File: config.mk
export PLATFORM = sky130hd
export DESIGN_NAME = axi_wr_rr_arbiter
export DESIGN_NICKNAME = d
export VERILOG_FILES = /design/src/rtl/axi_wr_rr_arbiter.sv
export SDC_FILE = /design/constraint.sdc
export NUM_CORES = 1
export LEC_CHECK = 0
export CAP_MARGIN = 20
export CORE_AREA = 2 2 163 165
export CTS_CLUSTER_DIAMETER = 50
export DETAILED_ROUTE_END_ITERATION = 10
export DIE_AREA = 0 0 165 167
export SLEW_MARGIN = 20
export SYNTH_ARGS = -nofsm -noshare
export SYNTH_HDL_FRONTEND = slang
export SYNTH_SLANG_ARGS = --single-unit
File: constraint.sdc
create_clock -name ACLK -period 3 [get_ports ACLK]
set_input_delay 0.9 -clock ACLK [delete_from_list [all_inputs] [get_ports ACLK]]
set_output_delay 0.9 -clock ACLK [all_outputs]
set_load 0.005 [all_outputs]
File: src/rtl/axi_wr_rr_arbiter.sv
// Round-robin arbiter sharing one AXI write path (AW/W/B) among NUM_M requesters.
// A grant covers the whole write; WLAST is regenerated from a beat counter and mismatches flagged.
module axi_wr_rr_arbiter #(
  parameter int unsigned NUM_M  = 4,
  parameter int unsigned ADDR_W = 32,
  parameter int unsigned DATA_W = 32,
  parameter int unsigned LEN_W  = 4
) (
  input  logic                          ACLK,
  input  logic                          ARESETn,
  input  logic [NUM_M-1:0]              s_awvalid,
  input  logic [NUM_M*ADDR_W-1:0]       s_awaddr,
  input  logic [NUM_M*LEN_W-1:0]        s_awlen,
  input  logic [NUM_M*2-1:0]            s_awburst,
  output logic [NUM_M-1:0]              s_awready,
  input  logic [NUM_M-1:0]              s_wvalid,
  input  logic [NUM_M*DATA_W-1:0]       s_wdata,
  input  logic [NUM_M*DATA_W/8-1:0]     s_wstrb,
  input  logic [NUM_M-1:0]              s_wlast,
  output logic [NUM_M-1:0]              s_wready,
  output logic [NUM_M-1:0]              s_bvalid,
  output logic [1:0]                    s_bresp,
  output logic [3:0]                    s_bid,
  input  logic [NUM_M-1:0]              s_bready,
  output logic                          m_awvalid,
  output logic [ADDR_W-1:0]             m_awaddr,
  output logic [LEN_W-1:0]              m_awlen,
  output logic [1:0]                    m_awburst,
  input  logic                          m_awready,
  output logic                          m_wvalid,
  output logic [DATA_W-1:0]             m_wdata,
  output logic [DATA_W/8-1:0]           m_wstrb,
  output logic                          m_wlast,
  input  logic                          m_wready,
  input  logic                          m_bvalid,
  input  logic [1:0]                    m_bresp,
  input  logic [3:0]                    m_bid,
  output logic                          m_bready,
  output logic [$clog2(NUM_M)-1:0]      grant_idx,
  output logic                          busy,
  output logic [NUM_M-1:0]              err_wlast
);

  localparam int unsigned IdxW  = $clog2(NUM_M);
  localparam int unsigned StrbW = DATA_W / 8;

  typedef enum logic [1:0] {StIdle, StAddr, StData, StResp} state_e;

  state_e           state_q, state_d;
  logic [IdxW-1:0]  rr_q, rr_d;
  logic [IdxW-1:0]  grant_q, grant_d;
  logic [LEN_W-1:0] beat_q, beat_d;
  logic [NUM_M-1:0] err_q, err_d;

  logic             arb_found;
  logic [IdxW-1:0]  arb_idx;
  logic [IdxW-1:0]  cand;
  logic             aw_hs, w_hs, b_hs;

  // Cyclic search starting just after the last owner.
  always_comb begin
    arb_found = 1'b0;
    arb_idx   = '0;
    cand      = '0;
    for (int unsigned k = 1; k <= NUM_M; k++) begin
      cand = IdxW'((32'(rr_q) + k) % NUM_M);
      if (!arb_found && s_awvalid[cand]) begin
        arb_found = 1'b1;
        arb_idx   = cand;
      end
    end
  end

  assign m_awaddr  = s_awaddr[grant_q*ADDR_W +: ADDR_W];
  assign m_awlen   = s_awlen[grant_q*LEN_W +: LEN_W];
  assign m_awburst = s_awburst[grant_q*2 +: 2];
  assign m_wdata   = s_wdata[grant_q*DATA_W +: DATA_W];
  assign m_wstrb   = s_wstrb[grant_q*StrbW +: StrbW];
  assign s_bresp   = m_bresp;
  assign s_bid     = m_bid;
  assign grant_idx = grant_q;
  assign busy      = (state_q != StIdle);
  assign err_wlast = err_q;

  always_comb begin
    m_awvalid = 1'b0;
    m_wvalid  = 1'b0;
    m_wlast   = 1'b0;
    m_bready  = 1'b0;
    s_awready = '0;
    s_wready  = '0;
    s_bvalid  = '0;
    unique case (state_q)
      StAddr: begin
        m_awvalid          = s_awvalid[grant_q];
        s_awready[grant_q] = m_awready;
      end
      StData: begin
        m_wvalid          = s_wvalid[grant_q];
        m_wlast           = (beat_q == '0);
        s_wready[grant_q] = m_wready;
      end
      StResp: begin
        m_bready          = s_bready[grant_q];
        s_bvalid[grant_q] = m_bvalid;
      end
      default: ;
    endcase
  end

  assign aw_hs = m_awvalid & m_awready;
  assign w_hs  = m_wvalid & m_wready;
  assign b_hs  = m_bvalid & m_bready;

  always_comb begin
    state_d = state_q;
    rr_d    = rr_q;
    grant_d = grant_q;
    beat_d  = beat_q;
    err_d   = err_q;
    unique case (state_q)
      StIdle: begin
        if (arb_found) begin
          grant_d = arb_idx;
          state_d = StAddr;
        end
      end
      StAddr: begin
        if (aw_hs) begin
          beat_d  = m_awlen;
          state_d = StData;
        end
      end
      StData: begin
        if (w_hs) begin
          if (s_wlast[grant_q] != m_wlast) err_d[grant_q] = 1'b1;
          if (beat_q == '0) state_d = StResp;
          else              beat_d  = beat_q - 1'b1;
        end
      end
      StResp: begin
        if (b_hs) begin
          rr_d    = grant_q;
          state_d = StIdle;
        end
      end
      default: state_d = StIdle;
    endcase
  end

  always_ff @(posedge ACLK or negedge ARESETn) begin
    if (!ARESETn) begin
      state_q <= StIdle;
      rr_q    <= IdxW'(NUM_M - 1);
      grant_q <= '0;
      beat_q  <= '0;
      err_q   <= '0;
    end else begin
      state_q <= state_d;
      rr_q    <= rr_d;
      grant_q <= grant_d;
      beat_q  <= beat_d;
      err_q   <= err_d;
    end
  end

endmodule

==> run metrics, run 1 <==
Syn Nets 553; first-pass GRT wire length 25,800 µm; GRT overflow 0; async set-reset flop share out of synthesis 100%; final wirelength 19,100 µm; peak supply drop 0.000284 V; layout cells sized above 1 21.5%; pwr dens 604 mW/mm²; synthesized flop and latch total 14; area grow syn2layout 162%; DP Area 0.00762 mm²; Post-Syn Instances 224; status finished clean; top achievable clock speed 336 MHz; CP Capture Type output pin; Slew HR 50.8%; critical path required time 2.10 ns; RSZ-0062 raised after global routing false; Clock Path Buffers 2; CTS tree yes; final antenna-violating net count 0; hold path startpoint err_wlast[3]$_DFFE_PN0P_; PortBufs 413; H-Tree Depth 1; area of the multi-input gates 0.00243 mm²; detailed-placement wirelength estimate 16,700 µm; max-slew violation count 0; flop2flop setup slack 0.87 ns; FF-to-FF End beat_q[2]$_DFFE_PN0P_; Syn Area/Cell 13.2 µm²; Distinct cells, synth 39; Synth Cell Area 0.00296 mm²; hold endpoint err_wlast[3]$_DFFE_PN0P_; Clock Latency Late Sink 0.24 ns; Crit path arrival time 2.08 ns; # DRC 0; RD Place Congestion 0.773; # fillers 2,701; clock root buffer clkbuf_16; Worst Path Max Fanout 1; Critical R2R Launch grant_idx[0]$_DFFE_PN0P_; cts hold-fix bufs 0; Yosys warning count 0; ys flop type dfrtp_1; post-synth top area cell mux4_2; 1st-pass router iterations 4; Synth top area share 57.2%; Chip Width 165 µm; Initial Utilization 11.5%; die area 0.0276 mm²; sequential cell area 360 µm²; DR WL/cell 19.4 µm; Total GRT Usage 12.7%; Nets 978; Critical Path Start Type input pin; final hold vios 0; register area share after synthesis 11.9%; Hold WS 0.467 ns; Reg clk slew, reported paths 0.05 ns; DR vias/cell 4.05; Max Cap Viol 0; total core area 0.0258 mm²; number of synthesized flops with an enable pin 0; crit path from s_awaddr[21]; Synth area leaders mux4_2 (57%), dfrtp_1 (10%), mux2i_1 (2.7%); row cnt 59; die height 167 µm; CTS buffer count 3; vias in the first global route 4,112; CTS Sinks 14; setup violators final 0; final setup skew 0.00258 ns; worst hold path type register to register; initial antenna violation count 6; Hold Path Stages 1; LEAKAGE 0.00311 µW; final instance area 0.00775 mm²; vias 3,988; worst r2r path cells 7; period utilization 99.3%; drt initial violations 125; post-route minimum period 2.98 ns; actual slew at the worst max-slew pin 0.736 ns; num ports 426; Crit Path Class input pin to output pin; largest net degree at the start of global routing 41
worst max-delay path by stage:
stage / endpoint / cells past startpoint
final: m_awaddr[21] / 3
after global routing: m_wstrb[0] / 3
after CTS: m_wvalid / 4
after detailed placement: m_wvalid / 4
after global placement: m_wvalid / 4
after floorplan: m_wdata[19] / 4
area by class of cell:
type | count | share of cell area, %
multi-input cells | 172 | 31.3
inverters | 10 | 0.484
flip-flops and latches | 14 | 4.65
repair buffers | 448 | 56.9
clock buffers | 4 | 1.15
well taps | 335 | 5.41
diodes | 2 | 0.0646
cells in the final DEF, fill, tap and decap left out, types with 2 or more instances in the layout:
master	instances
clkdlybuf4s50_1	307
mux4_2	76
dlygate4sd2_1	73
buf_4	29
clkdlybuf4s15_1	18
nor2_1	16
dlymetal6s2s_1	12
nand2_1	11
inv_1	10
dfrtp_1	10
mux2i_1	8
buf_12	7
a31o_2	6
ha_1	6
a21oi_1	5
nand2b_1	4
nor3_1	3
and2_1	3
clkbuf_16	3
diode_2	2
nand2_4	2
and3_1	2
and2_4	2
nor3b_1	2
nand3_1	2
o21ai_0	2
nor4_1	2
nor4bb_1	2
a31oi_1	2
dfrtp_4	2
buf_2	2
dfstp_2	2
synth_stat cells (2+ instances only):
library cell,n
a21oi_1,5
a31o_2,6
a31oi_1,2
and2_1,5
and3_1,2
buf_1,5
buf_2,11
buf_4,9
clkbuf_1,2
dfrtp_1,12
dfstp_2,2
ha_1,6
inv_1,10
mux2i_1,8
mux4_1,2
mux4_2,75
nand2_1,14
nand2b_1,4
nand3_1,2
nor2_1,16
nor3_1,4
nor3b_1,2
nor4_1,2
nor4bb_1,2
o21ai_0,2
kinds of logic (layout without fill, tap and decap cells):
logic type | count (synthesis) | in the layout | synth area share, %
multiplexers | 86 | 86 | 62.0
AND/OR/NAND/NOR | 55 | 55 | 9.53
buffers and inverters | 38 | 462 | 6.69
AO/OA/AOI/OAI | 24 | 24 | 6.99
flip-flops | 14 | 14 | 11.9
adder cells (fa/ha/maj) | 6 | 6 | 2.54
XOR/XNOR | 1 | 1 | 0.296
other | 0 | 2 | 0
routing by layer:
layer | up-vias | wire length [µm] | global-route usage, %
li1 | 1795 | - | -
met1 | 1930 | 7580 | 15.8
met2 | 248 | 9300 | 22.2
met3 | 11 | 2100 | 3.81
met4 | 4 | 65 | 0.945
met5 | - | 31 | 0
report_power, final:
group          leakage [µW]  switching (µW)  internal, µW
clock             0.0000442            78.7           202
combinational       0.00291            1550          2420
sequential         0.000161             128           303
total               0.00311            1760          2920
timing repair:
item,CTS,global route
setup endpoints to repair,89,25
pin swaps,3,1
resized for setup,115,28
setup buffers,4,4
flip-flops by register name, indices dropped and copies added (netlist names):
signal and flops:
err_wlast 4, rr_q 2, grant_idx 2, state_q 2, beat_q 4
worst max-delay path, cell delays in order:
cell	delay (ns)
clkdlybuf4s50_1	0.43
mux4_2	0.45
dlygate4sd2_1	0.30
stage by stage:
stage | instances | power (µW) | setup slack (ns) | util [%] | TNS [ns]
floorplan | 224 | 2460 | 0.539 | - | 0
global placement | 971 | 4670 | -0.407 | 29.6 | -13.35
detailed placement | 971 | 4690 | -0.421 | 29.6 | -13.62
CTS | 979 | 4680 | 0.00207 | 29.7 | 0
global route | 983 | 5050 | 0.000905 | 30.1 | 0
finish | 985 | 4680 | 0.0201 | 30.1 | 0
No activity file was read; power rests on OpenSTA's default activity.
==> inputs of run 2 (changes only) <==
Settings changed: CTS_CLUSTER_SIZE set to 10, SKIP_CTS_REPAIR_TIMING set to 1.
==> run 2 against run 1 <==
Effect of this change:
- worst setup slack got worse by 0.038 ns
- critical endpoint is now m_wvalid
- critical path depth is 1 higher
- die area did not move
- utilization rose by 1.1 points
- hold slack worse by 0.0031 ns
- the flow now finishes with violations (setup timing)
- combinational power rose by 4%
- non-clock buffer count did not move
- count of clock-buffer cells in the layout did not move
- via count rose by 0.10%
- sequential share of layout area decreased by 0.16 points
- first-iteration DRC count is 17% lower
==> run metrics, run 2 (synthesis gave the netlist of run 1 again) <==
status finished with violations; failing checks setup timing; DR vias/cell 4.05 (+0.10%); Hold Path Stages 1 (unchanged); final wirelength 19,200 µm (+0.69%); drt initial violations 104 (-17%); Clock Path Buffers 2 (unchanged); final instance area 0.00802 mm² (+3.5%); die height 167 µm (unchanged); worst r2r path cells 6 (-1); Nets 978 (unchanged); Crit Path Class input pin to output pin; sequential cell area 360 µm² (unchanged); vias in the first global route 4,098 (-0.34%); final setup skew 0.00189 ns (-0.000692 ns); peak supply drop 0.000272 V (-4.2%); CTS Sinks 14 (unchanged); Critical Path Start Type input pin; Total GRT Usage 12.6% (-0.093 points); final setup margin -0.0179 ns (-0.0380 ns); layout cells sized above 1 21.5% (unchanged); detailed-placement wirelength estimate 16,700 µm (unchanged); most frequent cells in the layout clkdlybuf4s50_1 (324), dlymetal6s2s_1 (87), mux4_2 (76); area of the multi-input gates 0.00243 mm² (+0.15%); DR WL/cell 19.5 µm (+0.69%); Clock Latency Late Sink 0.24 ns (about the same); worst hold path type register to register; post-placement cell count 971 (unchanged); pwr dens 604 mW/mm² (about the same); vias 3,992 (+0.10%); num ports 426 (unchanged); 1st-pass router iterations 4 (unchanged); max-slew violation count 0 (unchanged); commonest non-fill, non-tap cell in the layout clkdlybuf4s50_1; first-pass GRT wire length 25,700 µm (-0.69%); H-Tree Depth 1 (unchanged); Chip Width 165 µm (unchanged); GRT overflow 0 (unchanged); Max Cap Viol 0 (unchanged); largest net degree at the start of global routing 41 (unchanged); RD Place Congestion 0.773 (unchanged); CP Capture Type output pin; pre-CTS setup slack -0.421 ns (unchanged); Initial Utilization 11.5% (unchanged); # fillers 2,640 (-2.3%); # DRC 0 (unchanged); Slew HR 50.4% (-0.38 points); initial antenna violation count 6 (unchanged); Non-Filler Instances 985 (unchanged); LEAKAGE 0.00372 µW (+19%); Reg clk slew, reported paths 0.05 ns (about the same); critical path required time 2.10 ns (about the same); area grow syn2layout 171%; row cnt 59 (unchanged); Worst Path Max Fanout 2 (+1); Crit path arrival time 2.12 ns (+0.04 ns); die area 0.0276 mm² (unchanged); DP Area 0.00762 mm² (unchanged); RSZ-0062 raised after global routing true; final antenna-violating net count 0 (unchanged); clock root buffer clkbuf_16; CTS tree yes; top achievable clock speed 331 MHz (-1.3%); post-route minimum period 3.02 ns (+0.0380 ns); PortBufs 413 (unchanged); period utilization 101% (+1.3 points); Hold WS 0.464 ns (-0.00309 ns); setup violators final 1 (+1); CTS buffer count 3 (unchanged); final hold vios 0 (unchanged); total core area 0.0258 mm² (unchanged); actual slew at the worst max-slew pin 0.741 ns (+0.00572 ns)
run 2: cell types whose count changed in the layout (fill, tap and decap cells not counted), moves of 2 or more:
cell / delta
dlymetal6s2s_1: +75
buf_2: -2
dlygate4sd2_1: -73
clkdlybuf4s50_1: +17
clkdlybuf4s15_1: -18
clkbuf_2: +2
run 2: report_power, final:
group          total [µW]  switching [µW]  internal, µW  leakage, µW
Sequential            434             130           303     0.000161
Clock                 279            76.8           202    0.0000442
Combinational        4140            1550          2590      0.00351
Total                4850            1760          3090      0.00372
run 2: through the flow:
stage / TNS [ns] / total power, µW / utilization [%]
2_1_floorplan: 0 / 2460 / -
3_3_place_gp: -13.35 / 4670 / 29.6
3_5_place_dp: -13.62 / 4690 / 29.6
4_1_cts: -15.51 / 4990 / 29.9
5_1_grt: -0.0588 / 5220 / 31.1
6_report: -0.0179 / 4850 / 31.1
run 2: final timing paths:
kind / from / end / slack [ns]
min reg2reg: err_wlast[3]$_DFFE_PN0P_ / err_wlast[3]$_DFFE_PN0P_ / 0.46
max in group asynchronous: ARESETn / grant_idx[0]$_DFFE_PN0P_ / 1.35
max: s_wvalid[1] / m_wvalid / -0.02
max reg2reg: grant_idx[0]$_DFFE_PN0P_ / state_q[1]$_DFFE_PN0P_ / 0.84
min in group asynchronous: ARESETn / beat_q[0]$_DFFE_PN0P_ / 1.10
min: err_wlast[3]$_DFFE_PN0P_ / err_wlast[3]$_DFFE_PN0P_ / 0.46
run 2: critical path: stages:
cell and delay [ns]:
clkdlybuf4s50_1 0.42, mux4_2 0.48, and2_1 0.18, clkbuf_2 0.13
run 2: layer usage:
layer  GRT usage, %  vias up  part of all wire (%)
met1           15.7     1927                    40
met4           1.10        4                  0.49
li1               -     1797                     -
met5              0        -                  0.16
met2           21.9      251                    48
met3           3.84       13                    11
run 2: area by class of cell:
type	instances	share of cell area (%)
clock buffers	4	1.11
flip-flops and latches	14	4.49
multi-input cells	172	30.3
diodes	2	0.0624
inverters	10	0.468
repair buffers	448	58.3
well taps	335	5.22
==> inputs of run 3 (changes only) <==
Settings changed: CORE_AREA 2 2 163 165 to 2 2 164 166, CTS_CLUSTER_DIAMETER 50 to 30, DIE_AREA 0 0 165 167 to 0 0 166 168.
Clock period 3 ns to 2.5 ns, I/O delays scaled along.
==> run 3 against run 2 <==
Effect of this change:
- the run still ends with setup timing left
- die area increased by 1.2%
- sequential cell count unchanged
- cell area increased by 7.7%
- non-clock buffer count increased by 25
- count of clock-buffer cells in the layout unchanged
- combinational power increased by 31%
- largest cell class unchanged
- power increased by 29%
- clock power increased by 28%
==> run metrics, run 3 (synthesis gave the netlist of run 1 again) <==
FF-to-FF End state_q[1]$_DFFE_PN0P_; worst r2r path cells 6 (unchanged); Reg clk slew, reported paths 0.05 ns (about the same); actual slew at the worst max-slew pin 0.387 ns (-0.354 ns); period utilization 104%; post-route minimum period 2.61 ns; status finished with violations; CTS buffer count 3 (unchanged); initial antenna violation count 3 (-3); max-slew violation count 0 (unchanged); total core area 0.0264 mm² (+2.3%); final hold vios 0 (unchanged); worst hold path type register to register; die height 168 µm (+0.60%); pwr dens 726 mW/mm² (+20%); num ports 426 (unchanged); first-pass GRT wire length 25,700 µm (+0.35%); peak supply drop 0.000332 V (+22%); # fillers 2,617 (-0.87%); Critical Path Start Type register; Clock Latency Late Sink 0.25 ns (about the same); most frequent cells in the layout dlymetal6s2s_1 (268), mux4_2 (76), clkdlybuf4s50_1 (68); # DRC 0 (unchanged); PortBufs 413 (unchanged); GRT overflow 0 (unchanged); vias 4,156 (+4.1%); final antenna-violating net count 0 (unchanged); commonest non-fill, non-tap cell in the layout dlymetal6s2s_1; Nets 1,003 (+2.6%); Slew HR 74.2% (+24 points); layout cells sized above 1 36.1% (+15 points); clock root buffer clkbuf_16; DR WL/cell 18.7 µm (-4.1%); CTS Sinks 14 (unchanged); final setup margin -0.106 ns (-0.0884 ns); end of the critical path m_wvalid; Critical R2R Launch grant_idx[0]$_DFFE_PN0P_; 1st-pass router iterations 4 (unchanged); RSZ-0062 raised after global routing true; Initial Utilization 11.2% (-0.26 points); Crit Path Class register to output pin; setup_tns -0.166 ns (-0.148 ns); area grow syn2layout 192%; hold path startpoint err_wlast[1]$_DFFE_PN0P_; H-Tree Depth 1 (unchanged); Hold WS 0.465 ns (+0.000616 ns); top achievable clock speed 384 MHz; row cnt 60 (+1.7%); flop2flop setup slack 0.47 ns (-0.37 ns); Crit path arrival time 1.86 ns (-0.26 ns); drt initial violations 122 (+17%); failing checks setup timing; final wirelength 19,000 µm (-1.1%); final setup skew 0.00275 ns (+0.000865 ns); Chip Width 166 µm (+0.61%); Max Cap Viol 0 (unchanged); critical path required time 1.75 ns (-0.35 ns); Total Power 6270 µW (+29%); CP Capture Type output pin; RD Place Congestion 0.792 (+2.4%); LEAKAGE 0.00564 µW (+52%); DP Area 0.00781 mm² (+2.5%); die area 0.0279 mm² (+1.2%); detailed-placement wirelength estimate 16,200 µm (-3.3%); largest net degree at the start of global routing 30 (-27%); vias in the first global route 4,213 (+2.8%); Clock Path Buffers 2 (unchanged); fin util 32.8% (+1.6 points); setup violators final 3 (+2); DR vias/cell 4.09 (+1.0%); crit path from grant_idx[0]$_DFFE_PN0P_; Worst Path Max Fanout 7 (+5); final instance area 0.00864 mm² (+7.7%); Total GRT Usage 12.0% (-0.57 points); CTS tree yes
-- run 3: layer usage --
layer	global-route usage, %	part of all wire (%)	vias up	wire length, µm
li1	-	-	1851	-
met5	0	0.12	-	23
met2	20.0	48	266	9130
met1	15.8	41	2018	7710
met4	1.21	1.2	4	221
met3	3.67	10	17	1890
-- run 3: cell type report --
| type | count | area, µm² | area share (%) |
|---|---|---|---|
| clock buffer | 4 | 88.8 | 1.03 |
| multi-input combinational | 172 | 2430 | 28.1 |
| timing repair buffer | 473 | 5290 | 61.3 |
| antenna | 1 | 2.50 | 0.0290 |
| sequential | 14 | 360 | 4.17 |
| tap | 341 | 427 | 4.94 |
| inverter | 10 | 37.5 | 0.434 |
-- run 3: worst min path at each step --
stage	to	slack [ns]	cells after the start
floorplan	beat_q[0]$_DFFE_PN0P_	0.45	0
global placement	err_wlast[1]$_DFFE_PN0P_	0.45	1
detailed placement	err_wlast[1]$_DFFE_PN0P_	0.46	1
CTS	err_wlast[1]$_DFFE_PN0P_	0.47	1
global route	err_wlast[0]$_DFFE_PN0P_	0.50	1
finish	err_wlast[1]$_DFFE_PN0P_	0.46	1
-- run 3: where the power goes --
part           switching, µW  internal [µW]  leakage [µW]  total (µW)
Combinational           2100           3340       0.00544        5440
Clock                    113            244     0.0000442         357
Sequential               107            363      0.000161         470
Total                   2320           3950       0.00564        6270
-- run 3: per-stage QoR --
| stage | setup slack (ns) | instances |
|---|---|---|
| 2_1_floorplan | 0.189 | 224 |
| 3_3_place_gp | -0.537 | 998 |
| 3_5_place_dp | -0.548 | 998 |
| 4_1_cts | -0.562 | 1002 |
| 5_1_grt | -0.167 | 1015 |
| 6_report | -0.106 | 1015 |
-- run 3: critical path, cell delays in order, from the launching register on --
cell	delay, ns
dfrtp_4	0.45
buf_12	0.15
buf_6	0.15
mux4_2	0.53
and2_4	0.17
dlymetal6s2s_1	0.15
